[config.mk]
export PLATFORM = sky130hd
export DESIGN_NAME = fetch_unit
export DESIGN_NICKNAME = d
export VERILOG_FILES = /design/src/rtl/mycpu_pkg.sv /design/src/rtl/pc_next_calc.sv /design/src/rtl/fetch_unit.sv
export SDC_FILE = /design/constraint.sdc
export NUM_CORES = 1
export LEC_CHECK = 0
export CORE_ASPECT_RATIO = 0.8
export CORE_UTILIZATION = 40
export CTS_BUF_LIST = sky130_fd_sc_hd__clkbuf_4
export DETAILED_ROUTE_END_ITERATION = 16
export GPL_TIMING_DRIVEN = 0
export HOLD_SLACK_MARGIN = 0.03
export PLACE_DENSITY = 0.72
export SYNTH_ARGS = -nofsm -noshare
export SYNTH_HDL_FRONTEND = slang
export SYNTH_SLANG_ARGS = --single-unit
[constraint.sdc]
create_clock -name clk -period 2.02 [get_ports clk]
set_input_delay 0.404 -clock clk [delete_from_list [all_inputs] [get_ports clk]]
set_output_delay 0.404 -clock clk [all_outputs]
set_load 0.02 [all_outputs]
[src/rtl/mycpu_pkg.sv]
// +------------------------------------------------------------------+
// | mycpu_pkg : shared types, constants and helpers for mycpu        |
// | Rev 1.0                                                          |
// +------------------------------------------------------------------+
`default_nettype none

package mycpu_pkg;

  typedef enum logic [1:0] {
    PS_HOLD = 2'b00,
    PS_INC  = 2'b01,
    PS_BRA  = 2'b10,
    PS_JMP  = 2'b11
  } pc_sel_t;

  localparam int BR_OFF_W = 6;

  // The branch offset is split across the instruction: bits [8:6] and [2:0].
  function automatic logic [15:0] sext_off(input logic [15:0] ins);
    logic [BR_OFF_W-1:0] off;
    off = {ins[8:6], ins[2:0]};
    return {{(16-BR_OFF_W){off[BR_OFF_W-1]}}, off};
  endfunction

endpackage

`default_nettype wire

[src/rtl/pc_next_calc.sv]
// +------------------------------------------------------------------+
// | pc_next_calc : combinational next-PC selection and bounds flag   |
// | Optional macro: MYCPU_PC_BOUNDS_EN. Rev 1.0                      |
// +------------------------------------------------------------------+
`default_nettype none

module pc_next_calc
  import mycpu_pkg::*;
#(
  parameter int              AW       = 8,
  parameter logic [AW-1:0]   PC_LIMIT = {AW{1'b1}}
) (
  input  logic [AW-1:0] pc,
  input  pc_sel_t       ps,
  input  logic [15:0]   ins,
  input  logic [AW-1:0] ra,
  output logic [AW-1:0] next_pc,
  output logic          oob
);

  logic [AW-1:0] w_off;

  assign w_off = AW'(sext_off(ins));

  always_comb begin
    next_pc = pc;
    case (ps)
      PS_HOLD: next_pc = pc;
      PS_INC:  next_pc = pc + AW'(1);
      PS_BRA:  next_pc = pc + w_off;
      PS_JMP:  next_pc = ra;
      default: next_pc = pc;
    endcase
  end

`ifdef MYCPU_PC_BOUNDS_EN
  assign oob = (ps != PS_HOLD) && (next_pc > PC_LIMIT);
`else
  logic w_unused_limit;
  assign w_unused_limit = ^PC_LIMIT;
  assign oob            = 1'b0;
`endif

endmodule

`default_nettype wire

[src/rtl/fetch_unit.sv]
// +------------------------------------------------------------------+
// | fetch_unit : PC, IR and fetch counter stage of mycpu             |
// | Optional macro: MYCPU_PC_BOUNDS_EN. Rev 1.0                      |
// +------------------------------------------------------------------+
`default_nettype none

module fetch_unit
  import mycpu_pkg::*;
#(
  parameter int            AW       = 8,
  parameter logic [AW-1:0] RESET_PC = '0,
  parameter logic [AW-1:0] PC_LIMIT = {AW{1'b1}}
) (
  input  logic          clk,
  input  logic          rst,
  input  logic [1:0]    ps_in,
  input  logic          il_in,
  input  logic [15:0]   imem_data_in,
  input  logic [15:0]   ra_in,
  output logic [AW-1:0] pc_out,
  output logic [15:0]   ins_out,
  output logic [15:0]   fetch_cnt_out,
  output logic          trap_out
);

  localparam logic [15:0] c_cnt_max = 16'hFFFF;

  logic [AW-1:0] r_pc;
  logic [15:0]   r_ir;
  logic [15:0]   r_cnt;
  logic [AW-1:0] w_next_pc;
  logic          w_oob;
  pc_sel_t       w_ps;

  assign w_ps = pc_sel_t'(ps_in);

  pc_next_calc #(
    .AW       (AW),
    .PC_LIMIT (PC_LIMIT)
  ) u_pc_next_calc (
    .pc      (r_pc),
    .ps      (w_ps),
    .ins     (r_ir),
    .ra      (ra_in[AW-1:0]),
    .next_pc (w_next_pc),
    .oob     (w_oob)
  );

  generate
    if (AW < 16) begin : g_ra_unused
      logic w_unused_ra;
      assign w_unused_ra = ^ra_in[15:AW];
    end
  endgenerate

  always_ff @(posedge clk or posedge rst) begin
    if (rst) begin
      r_ir  <= 16'h0000;
      r_cnt <= 16'h0000;
    end else if (il_in) begin
      r_ir <= imem_data_in;
      if (r_cnt != c_cnt_max) begin
        r_cnt <= r_cnt + 16'd1;
      end
    end
  end

`ifdef MYCPU_PC_BOUNDS_EN
  logic r_trap;

  // Once trapped, every PC command degrades to hold until reset.
  always_ff @(posedge clk or posedge rst) begin
    if (rst) begin
      r_pc   <= RESET_PC;
      r_trap <= 1'b0;
    end else if (!r_trap && (w_ps != PS_HOLD)) begin
      if (w_oob) begin
        r_trap <= 1'b1;
      end else begin
        r_pc <= w_next_pc;
      end
    end
  end

  assign trap_out = r_trap;
`else
  logic w_unused_oob;
  assign w_unused_oob = w_oob;

  always_ff @(posedge clk or posedge rst) begin
    if (rst) begin
      r_pc <= RESET_PC;
    end else begin
      r_pc <= w_next_pc;
    end
  end

  assign trap_out = 1'b0;
`endif

  assign pc_out        = r_pc;
  assign ins_out       = r_ir;
  assign fetch_cnt_out = r_cnt;

endmodule

`default_nettype wire

==> key figures <==
Status
  • Outcome: completed

Final layout
  • Final std cells w/o fill: 354
  • Antenna Diode Count: 0
  • Area Overhead vs Synth: 43.1%
  • Layout cells sized above 1: 19.9%
  • Util after Layout: 61.4%
  • Cell area after layout: 3180 um2
  • Nets: 335
  • Layout fillers: 449

Routing
  • Antenna Violating Nets Remaining: 0
  • Drt pass-1 iters: 4
  • Metal3 WL: 232 um
  • Routed wire length: 5120 um
  • DR WL/cell: 14.5 um
  • Metal1 wirelength: 2430 um
  • Vias per inst: 5.15
  • 1st-iter DRT viols: 62
  • Vias: 1824
  • Met2 wire len: 2420 um
  • Uppermost routed layer: met4
  • # DRC: 0

Floorplanning
  • IO Count: 78
  • DIE HEIGHT: 68.7 um
  • Placeable Area: 5180 um2
  • Die area: 5860 um2
  • Initial Utilization: 42.9%
  • Rows: 23
  • Die X: 85.3 um

CTS
  • CTS root buffer: clkbuf_4
  • Clk buf depth: 2
  • H-tree depth: 2
  • Sink Count: 40
  • Clk Latency, worst-skew pair: 0.35 ns
  • TritonCTS Buffers: 5
  • Cts hold-fix bufs: 0
  • Clock slew at reported path FFs: 0.13 ns
  • CTS tree: done

Synthesis
  • Top FF cell, synth: dfrtp_1
  • Share of the synthesized area in the top cell type: 45.0%
  • Gate Count Post-Synth: 210
  • Mean Syn Cell Area: 10.6 um2
  • Sequential-to-total area share from yosys stat: 45.0%
  • Async SR Flop Fraction: 100%
  • Synth Net Count: 254
  • Area of the mapped netlist: 2220 um2
  • Cell taking the most area after synthesis: dfrtp_1
  • Ranking of synthesized cells by area: dfrtp_1 (45%), mux2_2 (8.1%), xnor2_1 (4.7%), ha_1 (3.4%), nor2b_1 (2.8%)
  • Synth warnings: 0
  • EDFF count, synth: 0
  • Netlist cell types: 46
  • Yosys reg bits: 40

Timing
  • Slew headroom: 45.9%
  • RSZ-0062 raised after global routing: true
  • Fmax: 506 MHz
  • Period minus WS final: 1.98 ns
  • Period utilization: 97.8%
  • Hold violation count in the final report: 0
  • Measured slew at the worst slew-check pin: 0.810 ns
  • Final Max Slew Viols: 0
  • Final setup vio count: 0
  • Clock Skews: 0.00884 ns
  • Setup TNS: 0 ns

Critical path
  • Worst path most repeated cell: and2_1
  • Crit-path max FO: 5
  • CP cell instances: buf_6 -> clkbuf_8 -> nor2b_4 -> buf_4 -> and2_1 -> ha_1 -> nand4_1 -> and2_1 -> o2111ai_1 -> o211ai_1
  • Worst setup SP type: primary input
  • CP Data Required Time: 2.26 ns
  • Setup Crit Path Kind: in2reg
  • CP peak stage delay: 0.34 ns
  • CP arrival: 2.21 ns
  • Crit path capture type: register
  • Slowest CP cell: ha_1

Placement
  • IO buf count: 68
  • Final Wtd Congestion: 0.828
  • Hpwl dp: 3670 um
  • Placed cells: 340
  • Placed cell areas: 2990 um2

Global routing
  • Vias in the first global route: 1834
  • Grt ovf: 0
  • First-pass GRT wire length: 8490 um
  • Initial antenna violation count: 0
  • Tot GR Track Use: 18.6%
  • Largest net degree at the start of global routing: 41

Flow run
  • Max-Cap Viols: 0

Power and ir drop
  • Total power: 2.87 mW
  • Power Density: 902 nW/um2
  • Total leakage power: 1.35 nW
  • Peak VDD IR: 0.000572 V

Min path
  • HP Class: in2reg
==> cell families after synthesis <==
logic type	after synthesis	synth area share, %
compound gates	34	9.80
xor+xnor	17	6.70
fa+ha+maj	7	4.28
buf+inv	15	2.93
flops	40	45.0
mux	22	11.0
other cells	1	0.169
simple gates	74	20.0
==> stage by stage <==
step	hold WS (ns)	setup slack, ns
after floorplan	0.556	-0.0972
after global placement	0.484	-0.898
after detailed placement	0.495	-0.978
after CTS	0.373	0.00414
after global routing	0.417	-0.00869
final	0.386	0.0449
==> synthesized netlist by cell type, types with 4 or more instances <==
master,instances
mux2_2,16
mux2i_1,5
nor2_1,8
dfrtp_1,40
nand4_1,6
o21ai_0,8
ha_1,6
buf_2,4
nor2b_1,10
and2_1,4
a211oi_1,4
xor2_1,5
inv_1,6
a21oi_1,8
nand2b_1,5
xnor2_1,12
nand3_1,9
nand2_1,14
==> placed cells by master (no fill, tap or decap), drive strengths merged, types with 5 or more instances in the layout <==
cell           Yosys  layout
mux2i              5       5
nor2               8       8
o21ai              8       8
nand2b             6       6
clkbuf             3       9
nand3              9       9
clkdlybuf4s50      0      66
dfrtp             40      40
nor3               5       5
nor2b             10      10
a21oi              9       9
xor2               5       5
xnor2             12      12
nand2             14      14
inv                6       7
mux2              17      17
buf                6      13
nand4              7       7
ha                 6       6
==> flip-flops by register name, indices dropped and copies added (netlist names) <==
register       flops
fetch_cnt_out     16
ins_out           16
pc_out             8
==> where the power goes <==
part	internal [mW]	leakage (nW)	total (mW)	switching (mW)
Combinational	0.620	0.831	1.19	0.566
Clock	0.265	0.0418	0.555	0.291
Sequential	0.952	0.481	1.13	0.176
==> worst max-delay path: cells and delay by family <==
family	cells	cell delay (ns)
buffers and inverters	3	0.36
AOI/OAI and AO/OA	2	0.34
and+or+nand+nor	4	0.76
adders and majority gates	1	0.34
==> what timing repair did <==
item / in CTS / in global routing
endpoints found under the setup margin: 7 / 2
buffers inserted: 5 / 1
resized for setup: 16 / 5
pin swaps: 4 / 5
==> final timing paths <==
check	startpoint	end	slack, ns	cells after the start
min in group asynchronous	rst	fetch_cnt_out[8]	0.52	2
hold reg to reg	ins_out[15]	ins_out[15]	0.52	1
setup reg to reg	ins_out[0]	pc_out[6]	0.08	9
max in group asynchronous	rst	pc_out[6]	1.00	2
setup / recovery	ps_in[1]	pc_out[7]	0.04	10
hold / removal	ps_in[1]	pc_out[6]	0.39	4
==> final cells by class <==
class                      count  area, um2  area share, %
timing repair buffer          74        722           22.7
inverter                       6       22.5          0.708
clock buffer                   5       37.5           1.18
multi-input combinational    155       1220           38.4
tap                           62       77.6           2.44
sequential                    40       1000           31.5
clock inverter                 3       46.3           1.46
buffer                         9       52.6           1.65
==> layer usage <==
layer	vias up	track usage [%]
li1	910	-
met1	862	24.4
met2	48	31.7
met3	4	3.81
met4	0	5.63
met5	-	0
Note: power is estimated with default switching activity, not from simulation.
